--- src/rtl/cpu_pkg.sv ---
// cpu_pkg: shared definitions for the lvm-16 compute core.
//   WORD_W     datapath width
//   word_t     one datapath word
//   IS_C..J_GT bit positions of the fields in an instruction word
package cpu_pkg;

  localparam int unsigned WORD_W = 16;

  typedef logic [WORD_W-1:0] word_t;

  localparam int unsigned IS_C     = 15;
  localparam int unsigned A_SEL    = 12;
  localparam int unsigned COMP_MSB = 11;
  localparam int unsigned COMP_LSB = 6;
  localparam int unsigned DEST_A   = 5;
  localparam int unsigned DEST_D   = 4;
  localparam int unsigned DEST_M   = 3;
  localparam int unsigned J_LT     = 2;
  localparam int unsigned J_EQ     = 1;
  localparam int unsigned J_GT     = 0;

endpackage

--- src/rtl/cpu_alu.sv ---
// cpu_alu: combinational ALU of the lvm-16 core.
//   x_i, y_i        operands
//   zx_i, nx_i      zero / invert x
//   zy_i, ny_i      zero / invert y
//   f_i             1 = add (mod 2^16), 0 = bitwise and
//   no_i            invert the result
//   out_o           result
//   zr_o, ng_o      result is zero / result is negative
module cpu_alu
  import cpu_pkg::*;
(
  input  logic [15:0] x_i,
  input  logic [15:0] y_i,
  input  logic        zx_i,
  input  logic        nx_i,
  input  logic        zy_i,
  input  logic        ny_i,
  input  logic        f_i,
  input  logic        no_i,
  output logic [15:0] out_o,
  output logic        zr_o,
  output logic        ng_o
);

  word_t x_m, y_m, res;

  always_comb begin
    x_m = zx_i ? '0 : x_i;
    if (nx_i) x_m = ~x_m;
    y_m = zy_i ? '0 : y_i;
    if (ny_i) y_m = ~y_m;
    res = f_i ? (x_m + y_m) : (x_m & y_m);
    if (no_i) res = ~res;
  end

  assign out_o = res;
  assign zr_o  = (res == '0);
  assign ng_o  = res[WORD_W-1];

endmodule

--- src/rtl/cpu.sv ---
// cpu: lvm-16 accumulator-style core, one instruction per clock.
//   clk          system clock, rising edge
//   reset        asynchronous active-low reset
//   instruction  current instruction word (from instruction ROM at pc)
//   data         data-memory read value at addr (M)
//   out          ALU result, also data-memory write data
//   pc           current PC / instruction address
//   addr         data-memory address (A register)
//   write        data-memory write enable for this cycle
// Optional (macro CPU_DEBUG_EN): dbg_a, dbg_d register taps and dbg_jump.
module cpu
  import cpu_pkg::*;
#(
  parameter logic [15:0] PC_RESET = 16'h0000
) (
  input  logic        clk,
  input  logic        reset,
  output logic [15:0] out,
  output logic [15:0] pc,
  output logic [15:0] addr,
  output logic        write,
  input  logic [15:0] instruction,
  input  logic [15:0] data
`ifdef CPU_DEBUG_EN
  ,
  output logic [15:0] dbg_a,
  output logic [15:0] dbg_d,
  output logic        dbg_jump
`endif
);

  word_t a_q, a_d;
  word_t d_q, d_d;
  word_t pc_q, pc_d;

  logic  is_c;
  word_t alu_y;
  word_t alu_out;
  logic  alu_zr, alu_ng;
  logic  take;

  assign is_c  = instruction[IS_C];
  assign alu_y = instruction[A_SEL] ? data : a_q;

  cpu_alu u_alu (
    .x_i   (d_q),
    .y_i   (alu_y),
    .zx_i  (instruction[COMP_MSB]),
    .nx_i  (instruction[COMP_MSB-1]),
    .zy_i  (instruction[COMP_MSB-2]),
    .ny_i  (instruction[COMP_MSB-3]),
    .f_i   (instruction[COMP_MSB-4]),
    .no_i  (instruction[COMP_LSB]),
    .out_o (alu_out),
    .zr_o  (alu_zr),
    .ng_o  (alu_ng)
  );

  assign take = is_c & ((instruction[J_LT] & alu_ng) |
                        (instruction[J_EQ] & alu_zr) |
                        (instruction[J_GT] & ~alu_ng & ~alu_zr));

  // All next-state values use pre-edge registers, so a jump with dA set
  // still targets the old A.
  always_comb begin
    a_d  = a_q;
    d_d  = d_q;
    pc_d = take ? a_q : (pc_q + 16'd1);
    if (!is_c) begin
      a_d = {1'b0, instruction[IS_C-1:0]};
    end else begin
      if (instruction[DEST_A]) a_d = alu_out;
      if (instruction[DEST_D]) d_d = alu_out;
    end
  end

  always_ff @(posedge clk or negedge reset) begin
    if (!reset) begin
      a_q  <= '0;
      d_q  <= '0;
      pc_q <= PC_RESET;
    end else begin
      a_q  <= a_d;
      d_q  <= d_d;
      pc_q <= pc_d;
    end
  end

  // Gating with reset drops any pending store the moment reset asserts.
  assign write = reset & is_c & instruction[DEST_M];
  assign out   = alu_out;
  assign pc    = pc_q;
  assign addr  = a_q;

`ifdef CPU_DEBUG_EN
  assign dbg_a    = a_q;
  assign dbg_d    = d_q;
  assign dbg_jump = take;
`endif

endmodule

--- config.mk ---
export PLATFORM = sky130hd
export DESIGN_NAME = cpu
export DESIGN_NICKNAME = d
export VERILOG_FILES = /design/src/rtl/cpu_pkg.sv /design/src/rtl/cpu_alu.sv /design/src/rtl/cpu.sv
export SDC_FILE = /design/constraint.sdc
export NUM_CORES = 1
export LEC_CHECK = 0
export BUFFER_PORTS_ARGS = -buffer_cell sky130_fd_sc_hd__buf_2
export CORE_AREA = 2 2 82 104
export DETAILED_ROUTE_END_ITERATION = 8
export DIE_AREA = 0 0 84 106
export PLACE_DENSITY = 0.78
export SLEW_MARGIN = 20
export SYNTH_ARGS = -nofsm -noshare
export SYNTH_HDL_FRONTEND = slang
export SYNTH_SLANG_ARGS = --single-unit
--- constraint.sdc ---
create_clock -name clk -period 13.36 [get_ports clk]
set_input_delay 2.672 -clock clk [delete_from_list [all_inputs] [get_ports clk]]
set_output_delay 2.672 -clock clk [all_outputs]
set_load 0.01 [all_outputs]
* After elaboration in Yosys (flattened, before gate mapping)
Index checks and enable logic that the tools add are counted.
Cells by class: bitwise gates (word level) 15, equal/unequal tests 1, $add $sub $neg 2, reduce and logical (&&, ||, !) cells 2, multiplexer cells 10
Operators with widths (count):
- $mux 16 | 10
- $not 16->16 | 3
- $add 16x1->16 const B | 1
- $add 16x16->16 | 1
- $and 16x16->16 | 1
- $logic_not 16->1 | 1
- $and 1x1->1 | 7
- $ne 2x2->1 const B | 1
- $not 1->1 | 2
- $or 1x1->1 | 2
- $reduce_and 2->1 | 1
Storage, ports and cells: logic and storage cells 33, bits in registers 48, input bits 34

* Longest topological paths before layout
word-level depth 14, gate-level depth with buffers 18, gate-level depth less buffers 15

* Modules after synthesis
From an unflattened synthesis, not the netlist that was laid out.
Unflattened totals: cell total of the unflattened synthesis 451, area, all modules 4202.8 µm²
Modules (own cells, without submodules):
- cpu | cells an instance 216, instances 1, area an instance 2407.3 µm²
- cpu_alu | cells an instance 235, instances 1, area an instance 1795.5 µm²

* Worst setup path after synthesis
OpenSTA, ideal clock, no wires.
kind input to output, start input port instruction[12], end output port out[13], slack 5.042 ns, stages on the path 13, arrival time 5.646 ns, data required time 10.688 ns, path through clkbuf_1 -> clkbuf_1 -> mux2i_1 -> nor2_1 -> xor2_1 -> ha_1 -> o211ai_2 -> o211ai_4 -> a21boi_2 -> a21o_1 -> a221oi_1 -> xor2_1 -> inv_1
Between the ends: word-level cells in the longest chain between the ends 8, elaborated cells between the ends (all ways) 9, classes of those cells add/sub (1); mux (5); bitwise (3)
Ends and longest elaborated chain:
- start, declared | RTL line cpu.sv:22 | input logic [15:0] instruction,
- $mux 16 (*) | RTL line cpu.sv:43 | assign alu_y = instruction[A_SEL] ? data : a_q;
- $mux 16 (*) | RTL line cpu_alu.sv:30 | y_m = zy_i ? '0 : y_i;
- $not 16->16 | RTL line cpu_alu.sv:31 | if (ny_i) y_m = ~y_m;
- $mux 16 (*) | RTL line cpu_alu.sv:31
- $add 16x16->16 / $and 16x16->16 (equally long branches) | RTL line cpu_alu.sv:32 | res = f_i ? (x_m + y_m) : (x_m & y_m);
- $mux 16 (*) | RTL line cpu_alu.sv:32
- $not 16->16 | RTL line cpu_alu.sv:33 | if (no_i) res = ~res;
- $mux 16 (*) | RTL line cpu_alu.sv:33
- end, declared | RTL line cpu.sv:18 | output logic [15:0] out,
Every way passes the cells marked *; elsewhere a longest branch is shown, timed or not.

* Worst setup path in the final report
start input port instruction[12], end output port out[14]
Same word-level chain as after synthesis.

==> results.sh <==
export IMPL_status="finished clean"
export IMPL_cp_startpoint="instruction[12]"
export IMPL_first_iter_violations=259
export IMPL_grt_busiest_layer="met2"
export IMPL_insertion_delay_ns=0.32
export IMPL_grt_pass1_vias=3568
export IMPL_cts_buffer_depth=2
export IMPL_rsz0062_at_grt="false"
export IMPL_ys_top_cells_by_count="dfrtp_1 (48), nor2_1 (44), xnor2_1 (36)"
export IMPL_utilization_pct=59.9
export IMPL_leakage_nw=2.18
export IMPL_vias=3702
export IMPL_period_needed_ns=8.44
export IMPL_ctsHoldBuffers=0
export IMPL_slowest_stage="fa_1"
export IMPL_dr_pass1_iters=4
export IMPL_drive_gt1_share_pct=25.4
export IMPL_critPathCapture="out[14]"
export IMPL_slew_limit_headroom_pct=45.8
export IMPL_total_power_mw=0.908
export IMPL_synth_main_ff_cell="dfrtp_1"
export IMPL_endpoint_kind="output pin"
export IMPL_arrival_ns=5.77
export IMPL_r2r_start="addr[0]$_DFFE_PN0P_"
export IMPL_syn_avg_cell_area_um2=9.09
export IMPL_synth_top_area_cell="dfrtp_1"
export IMPL_rr_endpoint="pc[3]$_DFF_PN0_"
export IMPL_wire_per_inst_um=16.9
export IMPL_yosysSeqAreaShare_pct=28.1
export IMPL_final_nets=583
export IMPL_max_vdd_ir_drop_v=0.000123
export IMPL_syn_to_final_growth_pct=12.1
export IMPL_finalHoldViolations=0
export IMPL_syn_area_um2=4280
export IMPL_power_density_nw_per_um2=189
export IMPL_tightest_slew_ns=0.812
export IMPL_pre_cts_ws_ns=4.94
export IMPL_critPathLaunchType="input port"
export IMPL_portBuffers=82
export IMPL_wirelength_um=10600
export IMPL_die_w_um=84
export IMPL_fmax_ghz=0.118
export IMPL_met2_usage_pct=40.1
export IMPL_synth_seq_cells=48
export IMPL_synth_most_common_cell="dfrtp_1"
export IMPL_dp_cells=621
export IMPL_vias_per_cell=5.89
export IMPL_cp_required_ns=10.69
export IMPL_cts_max_level=2
export IMPL_met3_usage_pct=3.18
export IMPL_ant_nets=0
export IMPL_dieHeight_um=106
export IMPL_post_cts_resized=0
export IMPL_cts_root_buf="clkbuf_8"
export IMPL_critical_path_cell_chain="buf_2 -> mux2i_1 -> nor2_1 -> xor2_1 -> ha_1 -> fa_1 -> a211oi_2 -> o21ai_2 -> a41o_1 -> a211o_1 -> nand3_1 -> xor2_1 -> buf_2"
export IMPL_instances_no_fill=629
export IMPL_grt_max_degree=50
export IMPL_postSynthCellCount=471
export IMPL_start_util_pct=53.4
export IMPL_cts_setup_buffers=0
export IMPL_reg2regPathDepth=15
export IMPL_crit_type="input port to output pin"
export IMPL_groute_usage_overall_pct=24.1
export IMPL_rows=37
export IMPL_clk_pin_slew_ns=0.09
export IMPL_antenna_found_initial=0
export IMPL_yosysWarnings=0
export IMPL_yosys_top_cells_area="dfrtp_1 (28%), mux2i_1 (7.7%), xnor2_1 (7.4%)"
export IMPL_io_pins=83
export IMPL_fin_skew_ns=0.00580
export IMPL_coreArea_um2=8010
export IMPL_slowest_delay_ns=0.46
export IMPL_grt_use_met1_pct=31.7
export IMPL_clock_sinks=48
export IMPL_cp_max_fo=17
export IMPL_antenna_cells=0
export IMPL_remaining_drc_errors=0
export IMPL_numCtsBuffers=5
export IMPL_fin_ws_ns=4.92
export IMPL_dp_hpwl_um=8000
export IMPL_grt_ovfl_total=0
export IMPL_finalMaxSlewViolations=0
export IMPL_globalplace_congestion=0.922
export IMPL_synth_top_area_share_pct=28.1
export IMPL_die_area_um2=8900
export IMPL_async_flop_share_pct=100
export IMPL_cts_tree="done"
export IMPL_tns_ns=0
export IMPL_post_route_period_util_pct=63.2
export IMPL_setup_viol=0
export IMPL_grt_first_pass_wirelength_um=17400
export IMPL_ys_types=62
export IMPL_syn_num_nets=523
export IMPL_reg2reg_slack_ns=8.75
export IMPL_maxCapViolCount=0
export IMPL_hold_class="flop to flop"
export IMPL_synth_edff_count=0
[cells in the final DEF (no fill, tap or decap), types with 8 or more instances in the layout]
cell / count
nand2_1: 27
nor2_1: 44
nand3_1: 11
nand2b_1: 18
and3_1: 10
nand3b_1: 10
mux2i_1: 33
nor3_1: 8
buf_2: 82
mux2_2: 20
dfrtp_1: 48
xor2_1: 23
a21oi_1: 35
xnor2_1: 36
o21ai_0: 10
ha_1: 17
mux2_4: 9
[worst max-delay path, delay by kind of cell]
family                   cells  cell delay (ns)
AO/OA/AOI/OAI                4             0.94
adder cells (fa/ha/maj)      2             0.76
buffers and inverters        2             0.60
XOR/XNOR                     2             0.38
multiplexers                 1             0.24
AND/OR/NAND/NOR              2             0.17
[where the power goes]
group	total (mW)	internal [mW]	switching, mW
logic	0.541	0.248	0.293
registers	0.253	0.202	0.0511
clock network	0.114	0.0612	0.0523
[logic make-up (layout without fill, tap and decap cells)]
kind of cell	Yosys count	after routing	synth area share, %
AND/OR/NAND/NOR	157	157	19.3
AO/OA/AOI/OAI	90	90	15.1
multiplexers	62	62	16.1
XOR/XNOR	59	59	12.1
flip-flops	48	48	28.1
buffers and inverters	37	98	3.95
adder cells (fa/ha/maj)	18	18	5.44
[per-stage QoR]
stage | hold slack, ns | cell area, um2
floorplan | 0.450 | 4280
global placement | 0.463 | 4680
detailed placement | 0.473 | 4680
CTS | 0.493 | 4800
global route | 0.507 | 4800
finish | 0.489 | 4800
[how the worst min path moves through the flow]
stage                              startpoint                  end  slack [ns]  depth (start not counted)
after floorplan           d_q[10]$_DFFE_PN0P_  d_q[10]$_DFFE_PN0P_        0.45                          2
after global placement     d_q[5]$_DFFE_PN0P_   d_q[5]$_DFFE_PN0P_        0.46                          2
after detailed placement  d_q[10]$_DFFE_PN0P_  d_q[10]$_DFFE_PN0P_        0.47                          2
after CTS                 d_q[10]$_DFFE_PN0P_  d_q[10]$_DFFE_PN0P_        0.49                          2
after global routing       d_q[2]$_DFFE_PN0P_   d_q[2]$_DFFE_PN0P_        0.51                          2
final                     d_q[10]$_DFFE_PN0P_  d_q[10]$_DFFE_PN0P_        0.49                          2
[per-layer routing]
metal | share of wire, % | routed length [um]
met5 | 0 | 0
met4 | 2.5 | 266
met3 | 4.7 | 503
met2 | 49 | 5240
met1 | 43 | 4630
[state kept, by name, summed over array words and instances (netlist names)]
register,flops
d_q,16
pc,16
addr,16
[cell type report]
cell class	count	area [um2]
Fill cell	707	3210
Multi-Input combinational cell	386	2910
Sequential cell	48	1200
Timing Repair Buffer	83	418
Tap cell	97	121
Clock buffer	6	82.6
Clock inverter	2	38.8
Inverter	7	26.3
(Power assumes the default switching activity.)
